**config.mk**
```make
export PLATFORM = sky130hd
export DESIGN_NAME = fetch_unit_flat
export DESIGN_NICKNAME = d
export VERILOG_FILES = /design/src/rtl/cpu_pkg.sv /design/src/rtl/fetch_unit_if.sv /design/src/rtl/pc_next_sel.sv /design/src/rtl/fetch_unit.sv /design/src/flat_wrapper.sv
export SDC_FILE = /design/constraint.sdc
export NUM_CORES = 1
export LEC_CHECK = 0
export BUFFER_PORTS_ARGS = -buffer_cell sky130_fd_sc_hd__buf_2
export CAP_MARGIN = 10
export CORE_ASPECT_RATIO = 1.1
export CORE_UTILIZATION = 45
export CTS_CLUSTER_DIAMETER = 30
export CTS_CLUSTER_SIZE = 20
export DETAILED_ROUTE_END_ITERATION = 16
export HOLD_SLACK_MARGIN = 0.12
export MAX_ROUTING_LAYER = met4
export PLACE_DENSITY = 0.86
export RECOVER_POWER = 50
export SKIP_LAST_GASP = 1
export SYNTH_ARGS = -nofsm -noshare
export SYNTH_HDL_FRONTEND = slang
export SYNTH_SLANG_ARGS = --single-unit
```
**constraint.sdc**
```tcl
create_clock -name CLK -period 1.7 [get_ports CLK]
set_clock_uncertainty 0.1 [all_clocks]
set_input_delay 0.085 -clock CLK [delete_from_list [all_inputs] [get_ports CLK]]
set_output_delay 0.085 -clock CLK [all_outputs]
set_load 0.01 [all_outputs]
```
**src/rtl/cpu_pkg.sv**
```systemverilog
// Shared definitions for the 16-bit CPU pipeline.
// Opcodes, reset/vector defaults, fetch state and next-PC select codes.
package cpu_pkg;

  localparam logic [3:0] OP_JMP  = 4'hF;
  localparam logic [3:0] OP_BNE  = 4'hE;
  localparam logic [3:0] OP_ADDI = 4'h3;
  localparam logic [3:0] OP_LW   = 4'h8;
  localparam logic [3:0] OP_SW   = 4'hA;

  localparam logic [15:0] NOP_INSTR      = 16'h0000;
  localparam logic [15:0] INT_VECTOR_DEF = 16'h0000;
  localparam logic [15:0] RESET_PC_DEF   = 16'h0001;

  typedef enum logic {
    RUN,
    ISR
  } fetch_state_t;

  typedef enum logic [2:0] {
    SEL_BR,
    SEL_INT,
    SEL_RET,
    SEL_STALL,
    SEL_JMP,
    SEL_SEQ
  } pc_sel_t;

  function automatic logic is_jmp(
    input logic [15:0] w
  );
    return w[15:12] == OP_JMP;
  endfunction

endpackage

```
**src/rtl/fetch_unit_if.sv**
```systemverilog
// Fetch address / instruction word bus to instruct_mem.
// The fetch stage is master; the memory is slave.
interface fetch_unit_if;

  logic [15:0] PC;
  logic [15:0] INSTR;

  modport master (
    output PC,
    input  INSTR
  );

  modport slave (
    input  PC,
    output INSTR
  );

endinterface

```
**src/rtl/pc_next_sel.sv**
```systemverilog
// Priority mux for the next fetch address.
// Also reports which case won so the top can steer IF/ID.
module pc_next_sel
  import cpu_pkg::*;
#(
  parameter logic [15:0] INT_VECTOR = INT_VECTOR_DEF
) (
  input  logic         br_taken_i,
  input  logic [15:0]  br_target_i,
  input  logic         int_req_i,
  input  logic         int_ret_i,
  input  logic         stall_i,
  input  fetch_state_t state_i,
  input  logic [15:0]  pc_i,
  input  logic [15:0]  epc_i,
  input  logic [15:0]  instr_i,
  output pc_sel_t      sel_o,
  output logic [15:0]  pc_nxt_o
);

  // Highest-priority redirect wins; sequential fetch is the fallback.
  always_comb begin
    sel_o    = SEL_SEQ;
    pc_nxt_o = pc_i + 16'd1;
    if (br_taken_i) begin
      sel_o    = SEL_BR;
      pc_nxt_o = br_target_i;
    end else if (int_req_i && state_i == RUN) begin
      sel_o    = SEL_INT;
      pc_nxt_o = INT_VECTOR;
    end else if (int_ret_i && state_i == ISR) begin
      sel_o    = SEL_RET;
      pc_nxt_o = epc_i;
    end else if (stall_i) begin
      sel_o    = SEL_STALL;
      pc_nxt_o = pc_i;
    end else if (is_jmp(instr_i)) begin
      sel_o    = SEL_JMP;
      pc_nxt_o = {4'h0, instr_i[11:0]};
    end
  end

endmodule

```
**src/rtl/fetch_unit.sv**
```systemverilog
// Instruction fetch stage: PC, IF/ID register, EPC and
// interrupt state. Memory sits outside on the fetch bus.
module fetch_unit
  import cpu_pkg::*;
#(
  parameter logic [15:0] RESET_PC   = RESET_PC_DEF,
  parameter logic [15:0] INT_VECTOR = INT_VECTOR_DEF
) (
  input  logic         CLK,
  input  logic         RST,
  fetch_unit_if.master imem,
  input  logic         STALL,
  input  logic         BR_TAKEN,
  input  logic [15:0]  BR_TARGET,
  input  logic         INT_REQ,
  input  logic         INT_RET,
  output logic [15:0]  IF_INSTR,
  output logic [15:0]  IF_PC,
  output logic         IF_VALID,
  output logic         INT_ACK,
  output logic [15:0]  EPC
);

  fetch_state_t state_q, state_d;
  pc_sel_t      sel;
  logic [15:0]  pc_q, pc_d;
  logic [15:0]  if_instr_q, if_instr_d;
  logic [15:0]  if_pc_q, if_pc_d;
  logic         if_valid_q, if_valid_d;
  logic         int_ack_q, int_ack_d;
  logic [15:0]  epc_q, epc_d;

  pc_next_sel #(
    .INT_VECTOR (INT_VECTOR)
  ) u_sel (
    .br_taken_i  (BR_TAKEN),
    .br_target_i (BR_TARGET),
    .int_req_i   (INT_REQ),
    .int_ret_i   (INT_RET),
    .stall_i     (STALL),
    .state_i     (state_q),
    .pc_i        (pc_q),
    .epc_i       (epc_q),
    .instr_i     (imem.INSTR),
    .sel_o       (sel),
    .pc_nxt_o    (pc_d)
  );

  // Steer IF/ID, EPC and state from the winning next-PC case.
  always_comb begin
    state_d    = state_q;
    if_instr_d = if_instr_q;
    if_pc_d    = if_pc_q;
    if_valid_d = if_valid_q;
    int_ack_d  = 1'b0;
    epc_d      = epc_q;
    unique case (sel)
      SEL_BR, SEL_RET, SEL_JMP: begin
        if_instr_d = NOP_INSTR;
        if_pc_d    = pc_q;
        if_valid_d = 1'b0;
        if (sel == SEL_RET) state_d = RUN;
      end
      SEL_INT: begin
        if_instr_d = NOP_INSTR;
        if_pc_d    = pc_q;
        if_valid_d = 1'b0;
        int_ack_d  = 1'b1;
        epc_d      = pc_q;
        state_d    = ISR;
      end
      SEL_STALL: begin
      end
      default: begin
        if_instr_d = imem.INSTR;
        if_pc_d    = pc_q;
        if_valid_d = 1'b1;
      end
    endcase
  end

  // Interrupt mask state register.
  always_ff @(posedge CLK) begin
    if (RST) state_q <= RUN;
    else     state_q <= state_d;
  end

  // PC, IF/ID, EPC and interrupt-ack registers.
  always_ff @(posedge CLK) begin
    if (RST) begin
      pc_q       <= RESET_PC;
      if_instr_q <= NOP_INSTR;
      if_pc_q    <= 16'h0000;
      if_valid_q <= 1'b0;
      int_ack_q  <= 1'b0;
      epc_q      <= 16'h0000;
    end else begin
      pc_q       <= pc_d;
      if_instr_q <= if_instr_d;
      if_pc_q    <= if_pc_d;
      if_valid_q <= if_valid_d;
      int_ack_q  <= int_ack_d;
      epc_q      <= epc_d;
    end
  end

  assign imem.PC  = pc_q;
  assign IF_INSTR = if_instr_q;
  assign IF_PC    = if_pc_q;
  assign IF_VALID = if_valid_q;
  assign INT_ACK  = int_ack_q;
  assign EPC      = epc_q;

endmodule
```
**src/flat_wrapper.sv**
```systemverilog
// flat-port wrapper written by rule: the top's interface ports become plain ports
module fetch_unit_flat import cpu_pkg::*;
#(
  parameter logic [15:0] RESET_PC   = RESET_PC_DEF,
  parameter logic [15:0] INT_VECTOR = INT_VECTOR_DEF
)
  (CLK, RST, STALL, BR_TAKEN, BR_TARGET, INT_REQ, INT_RET, IF_INSTR, IF_PC, IF_VALID, INT_ACK, EPC, imem_PC, imem_INSTR);
  fetch_unit_if imem_i ();
  input  logic CLK;
  input  logic RST;
  input  logic STALL;
  input  logic BR_TAKEN;
  input  logic [15:0] BR_TARGET;
  input  logic INT_REQ;
  input  logic INT_RET;
  output logic [15:0] IF_INSTR;
  output logic [15:0] IF_PC;
  output logic IF_VALID;
  output logic INT_ACK;
  output logic [15:0] EPC;
  output wire logic [$bits(imem_i.PC)-1:0] imem_PC;
  input wire logic [$bits(imem_i.INSTR)-1:0] imem_INSTR;
  assign imem_PC = imem_i.PC;
  assign imem_i.INSTR = imem_INSTR;
  fetch_unit #(.RESET_PC(RESET_PC), .INT_VECTOR(INT_VECTOR)) u_core (.CLK(CLK), .RST(RST), .imem(imem_i), .STALL(STALL), .BR_TAKEN(BR_TAKEN), .BR_TARGET(BR_TARGET), .INT_REQ(INT_REQ), .INT_RET(INT_RET), .IF_INSTR(IF_INSTR), .IF_PC(IF_PC), .IF_VALID(IF_VALID), .INT_ACK(INT_ACK), .EPC(EPC));
endmodule
```
# Yosys cells after proc, flatten, opt, wreduce, memory -nomap -nowiden
# Index checks and enable logic that the tools add are counted.
[op_classes]
n_addsub = 1
eq_ne = 7
muxes = 15
bitwise_logic = 1
reduce_logical = 7
[ops]
columns = ["op", "n"]
rows = [
  ["two-way mux 16 bit", 5],
  ["one-hot mux 16 bit (2 select lines)", 1],
  ["adder 16 x 1 -> 16 bit, second input constant", 1],
  ["two-way mux 3 bit", 4],
  ["== test 3 x 2 -> 1 bit, second input constant", 2],
  ["== test 4 bit, second input constant", 1],
  ["inequality test 4 x 1 -> 1 bit, second input constant", 1],
  ["one-hot mux 1 bit (2 select lines)", 2],
  ["OR reduction 4 bit", 1],
  ["== test 3 x 1 -> 1 bit, second input constant", 1],
  ["== test 3 bit, second input constant", 1],
  ["logical NOT 3 bit", 1],
  ["two-way mux 1 bit", 3],
  ["OR reduction 3 bit", 1],
  ["logical AND 1 bit", 2],
  ["inequality test 2 x 1 -> 1 bit, second input constant", 1],
  ["AND reduction 2 bit", 1],
  ["nonzero test 2 bit", 1],
  ["inverter 1 bit", 1],
]
[totals]
reg_bits = 67
input_bits = 38
out_inout_bits = 66
elab_cells = 38

# Logic depth before layout (Yosys ltp)
# Gate-level depths: netlist of the first run.
[logic_depth]
depth_word = 10
depth_mapped = 7
mapped_depth_nobuf = 6

# Hierarchy
# Synthesis of the first run repeated with hierarchy kept, for this count alone.
[unflattened]
hier_cells = 390
area_unflattened_um2 = 3213.1
[modules_own_cells]
columns = ["mod", "instances", "cells_each", "area_each_um2", "seq_area_each_um2"]
rows = [
  ["fetch_unit", 1, 244, 2349.8, 1341.3],
  ["pc_next_sel", 1, 146, 863.3, 0.0],
]

# Worst setup path after synthesis of the first run
# Ideal clock, no wire load.
[synth_path]
path_type = "register to register"
startpoint = "register u_core.pc_q[8] (netlist: u_core.imem.PC[8])"
endpoint = "register u_core.pc_q[13] (netlist: u_core.imem.PC[13])"
setup_time_ps = 128
arrival_time_ps = 1629
required_ps = 1472
setup_slack_ps = -156
path_stages_with_launch = 7
n_path_buf = 1
synth_period_minus_slack_ps = 1856
cell_sequence = "dfxtp_1 > buf_2 > nand4_1 > nor4_1 > mux2_2 > a221oi_1 > nor2_1"
[synth_between]
elab_chain_len = 6
[synth_rtl]
columns = ["item", "line", "source"]
rows = [
  ["start: declaration", "fetch_unit.sv:26", "logic [15:0] pc_q, pc_d;"],
  ["start signal: assignment", "fetch_unit.sv:98", "pc_q <= pc_d;"],
  ["adder 16 x 1 -> 16 bit", "pc_next_sel.sv:24", "pc_nxt_o = pc_i + 16'd1;"],
  ["two-way mux 16 bit", "pc_next_sel.sv:37", "end else if (is_jmp(instr_i)) begin"],
  ["two-way mux 16 bit", "pc_next_sel.sv:34", "end else if (stall_i) begin"],
  ["two-way mux 16 bit", "pc_next_sel.sv:31", "end else if (int_ret_i && state_i == ISR) begin"],
  ["two-way mux 16 bit", "pc_next_sel.sv:28", "end else if (int_req_i && state_i == RUN) begin"],
  ["two-way mux 16 bit", "pc_next_sel.sv:25", "if (br_taken_i) begin"],
]
# Every way passes these cells. The select of a mux whose other input is x is not followed.
# A chain may end at the register's enable or synchronous reset.

# Worst setup path in the final report of the first run
[layout_path]
startpoint = "register u_core.pc_q[10] (netlist: u_core.imem.PC[10])"
endpoint = "register u_core.pc_q[15] (netlist: u_core.imem.PC[15])"
# The elaborated chain is that of the path after synthesis.

==> results.md, run 1 <==
* Status: complete, but fails checks
* Failing checks: negative setup slack
* Core box area at ~6300 sq um
* Fin area at 4502 sq um
* WP buf/inv at 0
* Detail Placement HPWL at between 6000 and 7000 um
* Most common cell in the netlist: nand2_1
* Final nets at a little under 600
* Sink Count at 67
* Final period utilization at 106.1%
* FF-to-FF End: u_core.imem.PC[15]
* Final global-route overflow total at 0
* Die Width at about 80 um
* Min-Delay Path Depth at 5
* Critical path launch point type: flop
* Maximum clock insertion buffer count at 2
* Vias in the first global route at about 3,400
* Main synth FF type: dfxtp_1
* Clock Root Buffer: clkbuf_8
* Multi-input gate area at about 1700 sq um
* MaxCap Viol Count at 0
* Type of the most critical hold path: input pin to flop
* Clock latency on the worst-skew pair at roughly 0.36 ns
* # IOs at between 100 and 150
* Post-Place Cell Area at roughly 3800 sq um
* DR iter-0 viols at about 450
* Worst Path Arrival at slightly below 2 ns
* Pre-CTS setup slack at -0.07839 ns
* Max transition margin at around 70%
* Max Freq at ~550 MHz
* Worst-path clk slew at about 0.09 ns
* Cell chain of the critical path: nand4_1, nor4_2, mux2_1, a221oi_1, nor2_1
* Final Hold Viols at 0
* Row count at 30
* Top cells by count, synth: 84 x nand2_1, 67 x dfxtp_1, 46 x a21oi_1
* Hold EP: u_core.imem.PC[9]
* Largest net degree at the start of global routing at 25
* Sequential fraction of the synthesis area at between 40% and 50%
* CP max stage cell: mux2_1
* Pre-antenna DRT Iters at 5
* Post-synth top area cell: dfxtp_1
* Final Max Tran Viols at 0
* Via-per-instance ratio at between 5 and 6
* Number of diodes at 0
* Clk pwr share at between 30% and 40%
* P&R area growth vs syn at 49.42%
* Reg2Reg Depth at 5
* WL/cell at around 17 um
* Mapped Avg Cell Area at 7.785 sq um
* Setup_tns at -0.1496 ns
* Die area at about 7000 sq um
* First-pass GRT wire length at between 15,000 and 20,000 um
* Initial antenna violation count at 0
* Worst VDD drop at just under 0.6 mV
* Crit end category: flop
* Net Sw Frac at 28.41%
* Syn Nets at between 400 and 500
* Initial Utilization at between 40% and 50%
* H-tree depth at 3
* Seq cells post-synth at 67
* Utilization after layout at between 70% and 80%
* CP max FO at 3
* Min Hold Slack at roughly 0.092 ns
* Count of flip-flops with a built-in enable after synthesis at 0
* CP peak stage delay at 0.38 ns
* YS warnings at 0
* Critical path type: flop to flop
* Post-synthesis instance area at 3013 sq um
* # fillers at approximately 500
* Worst R2R Setup Slack at -0.10 ns
* Antenna-violating nets left at 0
* Yosys top cell area share at approximately 45%
* Stages on worst setup path at 5
* Seq pwr share at ~44%
* Routability cong. at between 0.9 and 1
* Worst path top cell family by delay: simple AND/OR/NAND/NOR gates
* Min-delay src: BR_TARGET[9]
* Post-synth ARST share at 0%
* Die Y at roughly 88 um
* CTS tree: built
* CTS Buf Count at 9
* Leakage power at between 1.5 and 2 nW
* # port buffers at 103
* Synth Instances at just under 400
* Setup WS post-layout at -0.1036 ns
* Comb power frac at between 10% and 20%
* GRT Overall Usage at a little under a third
* Proportion of layout cells with a drive suffix above 1 at between 20% and 30%
* DRC viols at 0
* Final setup fails at 2
* CP Data Required Time at approximately 1.9 ns
* RSZ-0062 raised after global routing: yes
* Post-synthesis cell type count at 40
* Register area at 1360 sq um
* Largest cells by area after synthesis: dfxtp_1 45%, nand2_1 10%, a21oi_1 7.6%, nor2_1 5.5%, a22oi_1 4.7%
* Worst-Margin Slew at between 0.4 and 0.5 ns
* WL final at around 11,000 um
* Worst reg2reg startpoint: u_core.imem.PC[10]
* Vias at 3,673
* Internal cell power at around 2.7 mW
* Min cycle time layout at approximately 1.8 ns
* Pwr Density at approximately 850 nW/um^2
* NetSw at between 1 and 1.5 mW
stage by stage:
step | std cells | power (mW)
CTS | 632 | 3.794
global route | 635 | 3.947
detailed placement | 582 | 2.244
finish | 635 | 3.838
global placement | 582 | 2.235
floorplan | 387 | 2.006
kinds of logic (layout without fill, tap and decap cells):
| kind of cell | after synthesis | after routing | share of synthesized area, % |
|---|---|---|---|
| adders and majority gates | 1 | 1 | 0.4152 |
| DFF | 67 | 67 | 44.52 |
| buffers and inverters | 35 | 203 | 5.150 |
| and+or+nand+nor | 169 | 169 | 24.88 |
| AOI/OAI and AO/OA | 103 | 103 | 21.35 |
| muxes | 3 | 3 | 1.080 |
| xor gates and xnor gates | 9 | 9 | 2.616 |
power groups by stage:
stage                     Sequential [mW]  Combinational, mW  Clock [mW]
final                                1.68              0.640        1.52
after global routing                 1.68              0.688        1.57
after CTS                            1.67              0.595        1.52
after detailed placement             1.71              0.533           0
after global placement               1.71              0.526           0
after floorplan                      1.75              0.255           0
cell usage in the layout, fill, tap and decap left out, drive strengths merged:
| cell type | count |
|---|---|
| buf | 91 |
| nand2 | 84 |
| dfxtp | 67 |
| clkbuf | 66 |
| a21oi | 46 |
| nor2 | 44 |
| dlygate4sd3 | 34 |
| a22oi | 19 |
| o21ai | 14 |
| nor3 | 12 |
| nor4 | 7 |
| a221oi | 6 |
| nand3 | 6 |
| and3 | 6 |
| inv | 6 |
| xor2 | 5 |
| nand4 | 5 |
| a211oi | 5 |
| xnor2 | 4 |
| a311oi | 4 |
| or3 | 2 |
| o32ai | 2 |
| o2bb2ai | 2 |
| a2111oi | 2 |
| clkinvlp | 2 |
| clkinv | 2 |
| bufinv | 2 |
| and2 | 2 |
| mux2 | 2 |
| a21o | 1 |
| and4 | 1 |
| a31oi | 1 |
| o2111ai | 1 |
| mux2i | 1 |
| ha | 1 |
tightest hold or removal path, stage by stage:
cell     delay [ns]
buf_2          0.11
nand2_1        0.05
o21ai_1        0.07
nor3_1         0.14
nor4_1         0.07
per-layer routing:
layer	up-vias	part of all wire, %	GRT usage (%)	routed length, um
met5	-	0	-	0
met4	0	3.8	18.18	410
met3	52	8.6	5.104	931
met2	241	48	49.11	5128
met1	1694	40	38.19	4307
li1	1686	-	-	-
sequential cells by signal, indices dropped and copies added, names as in the netlist:
| register | cells |
|---|---|
| u_core.INT_ACK | 1 |
| u_core.state_q | 1 |
| u_core.IF_PC | 16 |
| u_core.IF_INSTR | 16 |
| u_core.imem.PC | 16 |
| u_core.EPC | 16 |
| u_core.IF_VALID | 1 |
worst max-delay path by stage:
stage | start | endpoint | slack [ns]
CTS | u_core.imem.PC[0] | u_core.imem.PC[15] | -0.03
finish | u_core.imem.PC[10] | u_core.imem.PC[15] | -0.10
global route | u_core.imem.PC[8] | u_core.imem.PC[9] | -0.12
floorplan | u_core.imem.PC[8] | u_core.imem.PC[13] | -0.03
global placement | u_core.imem.PC[10] | u_core.imem.PC[13] | 0.05
detailed placement | u_core.imem.PC[10] | u_core.imem.PC[13] | -0.08
cell type report:
type | count | share of cell area, %
Tap cell | 80 | 2.223
Clock inverter | 7 | 2.251
Clock buffer | 9 | 2.752
Inverter | 5 | 0.4169
Multi-Input combinational cell | 285 | 36.80
Timing Repair Buffer | 182 | 25.35
Sequential cell | 67 | 30.21
timing repair:
item                                   CTS  global route
pin swaps                                0            13
setup endpoints to repair                5            63
endpoints found under the hold margin   36             0
resized for setup                        2            36
buffers inserted                         0             4
hold buffers                            34             0
(Power assumes the default switching activity.)
==> run 2, diff against run 1 <==
--- a/config.mk
+++ b/config.mk
@@ -16,7 +16,6 @@
 export MAX_ROUTING_LAYER = met4
 export PLACE_DENSITY = 0.86
 export RECOVER_POWER = 50
-export SKIP_LAST_GASP = 1
 export SYNTH_ARGS = -nofsm -noshare
 export SYNTH_HDL_FRONTEND = slang
 export SYNTH_SLANG_ARGS = --single-unit
==> constraint.sdc (replaced) <==
create_clock -name CLK -period 1.7 [get_ports CLK]
set_clock_uncertainty 0.1 [all_clocks]
set_input_delay 0.085 -clock CLK [delete_from_list [all_inputs] [get_ports CLK]]
set_output_delay 0.085 -clock CLK [all_outputs]
set_load 0.005 [all_outputs]
==> results.md, run 2 (synthesis gave the netlist of run 1 again) <==
* Initial antenna violation count at 0
* CP peak stage delay at ~0.37 ns
* DRC viols at 0
* DP Cell Count at slightly below 600
* Vias at approximately 3,600
* WL final at 10,640 um
* Clock Root Buffer: clkbuf_8
* Final Hold Viols at 0
* Pwr Density at 811.4 nW/um^2
* GRT Overall Usage at 30.87%
* Worst path top cell family by delay: simple AND/OR/NAND/NOR gates
* Min cycle time layout at between 1.5 and 2 ns
* Worst-path clk slew at about 0.08 ns
* CP max FO at 5
* Worst Path Arrival at around 1.9 ns
* CP max stage cell: mux2_2
* CP Data Required Time at between 1.5 and 2 ns
* Critical path type: flop to flop
* Setup_tns at -0.06909 ns
* Die area at approximately 7000 sq um
* CTS Buf Count at 9
* # fillers at between 500 and 600
* Initial Utilization at 47.78%
* Pre-antenna DRT Iters at 5
* Max Freq at ~580 MHz
* Sink Count at 67
* Via-per-instance ratio at around 5.7
* Final setup fails at 2
* First-pass GRT wire length at between 15,000 and 20,000 um
* Utilization after layout at 71.07%
* Final Power at roughly 3.6 mW
* Detail Placement HPWL at a little under 7000 um
* Die Width at about 80 um
* Largest net degree at the start of global routing at 39
* Core box area at between 6000 and 7000 sq um
* Cell chain of the critical path: nand3_2, nor4_2, mux2_2, a221oi_2, nor2_1
* Routability cong. at about 0.97
* Max transition margin at between 60% and 70%
* Worst VDD drop at about 0.48 mV
* Die Y at a little under 90 um
* WP buf/inv at 0
* Clock latency on the worst-skew pair at approximately 0.37 ns
* RSZ-0062 raised after global routing: yes
* Status: complete, but fails checks
* Failing checks: negative setup slack
* Maximum clock insertion buffer count at 2
* Crit end category: flop
* Most common cell after layout, fill and taps aside: nand2_1
* Final Max Tran Viols at 0
* Critical path launch point type: flop
* H-tree depth at 3
* Final nets at approximately 600
* Most frequent cells in the layout: 82 x nand2_1, 80 x buf_2, 57 x dfxtp_1
* Register area at about 1400 sq um
* Type of the most critical hold path: input pin to flop
* Final global-route overflow total at 0
* Number of diodes at 0
* Non-Filler Instances at about 640
* P&R area growth vs syn at 48.75%
* DR iter-0 viols at between 400 and 500
* Antenna-violating nets left at 0
* Setup WS post-layout at -0.03825 ns
* Leakage power at roughly 1.9 nW
* MaxCap Viol Count at 0
* Vias in the first global route at 3,294
* Final period utilization at 102.3%
* Row count at 30
* # IOs at approximately 100
* Proportion of layout cells with a drive suffix above 1 at about 31%
* Multi-input gate area at around 1600 sq um
* Worst-Margin Slew at about 0.56 ns
* WL/cell at 16.76 um
* # port buffers at about 100
* CTS tree: built
run 2: cell types whose count changed in the layout (fill, tap and decap cells not counted), moves of 3 or more:
cell and delta:
buf_2 +32, clkinv_2 +3, buf_6 +3, buf_4 -6
clkbuf_1 -29, dfxtp_1 +3, dfxtp_2 -4
run 2: path summary, 6_finish.rpt:
kind | from | to | slack, ns | cells after the start
min reg2reg | u_core.IF_PC[12] | u_core.IF_PC[12] | 0.36 | 2
max | u_core.imem.PC[4] | u_core.imem.PC[13] | -0.04 | 5
max reg2reg | u_core.imem.PC[4] | u_core.imem.PC[13] | -0.04 | 5
min | BR_TARGET[9] | u_core.imem.PC[9] | 0.13 | 5
run 2: final cells by class:
type	instances	area share (%)
clock inverters	7	1.535
clock buffers	9	2.764
multi-input cells	285	36.01
repair buffers	182	26.72
well taps	80	2.233
flip-flops and latches	67	30.32
inverters	5	0.4188
run 2: worst register-to-register path: cells and delay by family (launching register included):
family	cells	cell delay [ns]
flip-flops	1	0.36
multiplexers	1	0.37
AO/OA/AOI/OAI	1	0.25
AND/OR/NAND/NOR	3	0.56
run 2: routing by layer:
metal	GRT usage [%]	share of wire (%)	vias up
li1	-	-	1694
met1	37.06	42	1709
met2	49.65	48	192
met3	6.042	6.8	33
met4	14.61	3.0	0
met5	-	0	-
run 2: report_power, final:
group	internal (mW)	switching, mW
Combinational	0.287	0.334
Sequential	1.63	0.0454
Clock	0.671	0.666
Total	2.59	1.05
run 2: through the flow:
stage | hold WS [ns] | setup slack, ns | area [sq um]
6_report | 0.1271 | -0.03825 | 4482
5_1_grt | 0.2028 | -0.1057 | 4482
3_3_place_gp | 0.2397 | 0.03755 | 3869
2_1_floorplan | 0.1337 | -0.004553 | 3047
4_1_cts | 0.1219 | 0.008490 | 4397
3_5_place_dp | 0.2509 | -0.01393 | 3869
run 2: what timing repair did:
action	CTS	global route
endpoints found under the setup margin	14	45
hold buffers	32	0
gates resized for setup	4	27
gates cloned	0	1
pin swaps	0	9
endpoints found under the hold margin	34	0
setup buffers	0	4
==> run 3, diff against run 2 <==
--- a/config.mk
+++ b/config.mk
@@ -8,6 +8,7 @@
 export BUFFER_PORTS_ARGS = -buffer_cell sky130_fd_sc_hd__buf_2
 export CAP_MARGIN = 10
 export CORE_ASPECT_RATIO = 1.1
+export CORE_MARGIN = 2
 export CORE_UTILIZATION = 45
 export CTS_CLUSTER_DIAMETER = 30
 export CTS_CLUSTER_SIZE = 20
@@ -16,6 +17,7 @@
 export MAX_ROUTING_LAYER = met4
 export PLACE_DENSITY = 0.86
 export RECOVER_POWER = 50
+export SLEW_MARGIN = 15
 export SYNTH_ARGS = -nofsm -noshare
 export SYNTH_HDL_FRONTEND = slang
 export SYNTH_SLANG_ARGS = --single-unit
==> results.md, run 3 (synthesis gave the netlist of run 1 again) <==
* Status: finished, final reports clean
* WL final at 10,030 um
* Worst R2R Setup Slack at about 0.035 ns
* Most frequent cells in the layout: 83 x nand2_1, 79 x buf_2, 57 x dfxtp_1
* Register area at about 1400 sq um
* WL/cell at between 15 and 20 um
* Worst Path Arrival at roughly 1.8 ns
* Most common cell after layout, fill and taps aside: nand2_1
* Pwr Density at 825.4 nW/um^2
* Sink Count at 67
* P&R area growth vs syn at 49.04%
* Worst VDD drop at 0.5228 mV
* Antenna-violating nets left at 0
* Type of the most critical hold path: input pin to flop
* Number of diodes at 0
* MaxCap Viol Count at 0
* RSZ-0062 raised after global routing: yes
* Seq pwr share at a little under half
* CP Data Required Time at between 1.5 and 2 ns
* CP max stage cell: a2111oi_2
* NetSw at 952.6 uW
* Pre-antenna DRT Iters at 5
* FF-to-FF End: u_core.imem.PC[4]
* Post-Place Cell Area at just under 4000 sq um
* First-pass GRT wire length at around 16,000 um
* Initial Utilization at around 46%
* Clock Root Buffer: clkbuf_8
* Detail Placement HPWL at 6855 um
* Final Hold Viols at 0
* Worst reg2reg startpoint: u_core.imem.PC[0]
* Comb power frac at 16.5%
* Final setup fails at 0
* Hold EP: u_core.imem.PC[9]
* Worst path top cell family by delay: compound AO/OA/AOI/OAI gates
* Vias at 3,536
* # IOs at between 100 and 150
* Final Max Tran Viols at 0
* Final nets at 588
* Maximum clock insertion buffer count at 2
* Fin area at 4491 sq um
* GRT Overall Usage at about 28%
* WP buf/inv at 0
* Max Freq at 600.6 MHz
* Internal cell power at 2.754 mW
* Largest net degree at the start of global routing at 35
* Worst-path clk slew at about 0.070 ns
* Multi-input gate area at ~1600 sq um
* CP max FO at 3
* Max transition margin at about half
* Clock latency on the worst-skew pair at around 0.35 ns
* Proportion of layout cells with a drive suffix above 1 at 30.56%
* Row count at 31
* Routability cong. at approximately 0.94
* Worst-Margin Slew at ~0.74 ns
* Die Width at just over 80 um
* Utilization after layout at 68.91%
* Leakage power at approximately 1.9 nW
* # fillers at 520
* Crit end category: flop
* Final period utilization at 97.95%
* Min-Delay Path Depth at 5
* CTS Buf Count at 9
* Die area at about 7400 sq um
* Clk pwr share at between 30% and 40%
* Core box area at roughly 6500 sq um
* Reg2Reg Depth at 6
* CTS tree: built
* DR iter-0 viols at 360
* Via-per-instance ratio at roughly 5.6
* Critical path launch point type: flop
* Die Y at 89.82 um
* Min cycle time layout at 1.665 ns
* H-tree depth at 3
* Vias in the first global route at about 3,300
* # port buffers at 103
* DRC viols at 0
* Cell chain of the critical path: ha_2, nand3_2, xnor2_1, a2111oi_2, nor3_1, a211oi_1
* Min-delay src: BR_TARGET[9]
* CP peak stage delay at 0.36 ns
* Net Sw Frac at 25.70%
* Initial antenna violation count at 0
* Critical path type: flop to flop
* Final global-route overflow total at 0
-- run 3: cell count changes in the layout (fill, tap and decap cells not counted), sizes merged --
cell / change
buf: +1
clkinv: -4
dlygate4sd3: -1
clkinvlp: -2
clkbuf: +4
-- run 3: tightest hold or removal path, delay by kind of cell --
kind	cells	cell delay, ns
simple gates	3	0.28
compound gates	1	0.08
buf+inv	1	0.10
-- run 3: worst max-delay path by stage --
stage                       startpoint                   to  slack [ns]  cells after the start
floorplan            u_core.imem.PC[4]   u_core.imem.PC[13]      -0.005                      5
global placement        u_core.state_q  u_core.IF_INSTR[13]        0.06                      6
detailed placement      u_core.state_q  u_core.IF_INSTR[11]       -0.04                      6
CTS                            INT_RET   u_core.imem.PC[14]        0.02                      8
global route        u_core.imem.PC[10]   u_core.imem.PC[15]       -0.09                      5
finish               u_core.imem.PC[0]    u_core.imem.PC[4]        0.03                      6
-- run 3: metal layers --
layer	vias up	track usage [%]	wire length, um
met1	1651	34.99	4185
met4	0	12.92	348
met3	32	4.518	713
met5	-	-	0
met2	169	43.97	4786
li1	1684	-	-
-- run 3: layout make-up --
cell class,count,area share (%)
Clock buffer,14,4.068
Clock inverter,1,0.6687
Inverter,5,0.4179
Multi-Input combinational cell,285,35.75
Sequential cell,67,30.20
Tap cell,82,2.285
Timing Repair Buffer,181,26.61
-- run 3: metrics by stage --
stage	power, mW	setup TNS [ns]	worst slack, ns	std cells	hold slack (ns)
3_3_place_gp	2.225	0	0.06346	587	0.2437
4_1_cts	3.692	0	0.02418	633	0.1309
6_report	3.706	0	0.03486	635	0.1357
5_1_grt	3.846	-0.3213	-0.09155	635	0.1620
2_1_floorplan	1.979	-0.005029	-0.004553	387	0.1337
3_5_place_dp	2.237	-0.4079	-0.04425	587	0.2465
-- run 3: repair_timing --
action                     4_1_cts  5_1_grt
setup endpoints to repair       15       28
pin swaps                        0        5
resized for setup                2       22
hold buffers                    31        0
hold endpoints to repair        30        0
setup buffers                    0        2
-- run 3: power by group through the flow --
| stage | clock network (mW) | registers, mW | logic, mW |
|---|---|---|---|
| 5_1_grt | 1.50 | 1.68 | 0.662 |
| 4_1_cts | 1.43 | 1.67 | 0.587 |
| 3_3_place_gp | 0 | 1.71 | 0.518 |
| 3_5_place_dp | 0 | 1.71 | 0.528 |
| 2_1_floorplan | 0 | 1.73 | 0.254 |
| 6_report | 1.42 | 1.68 | 0.610 |
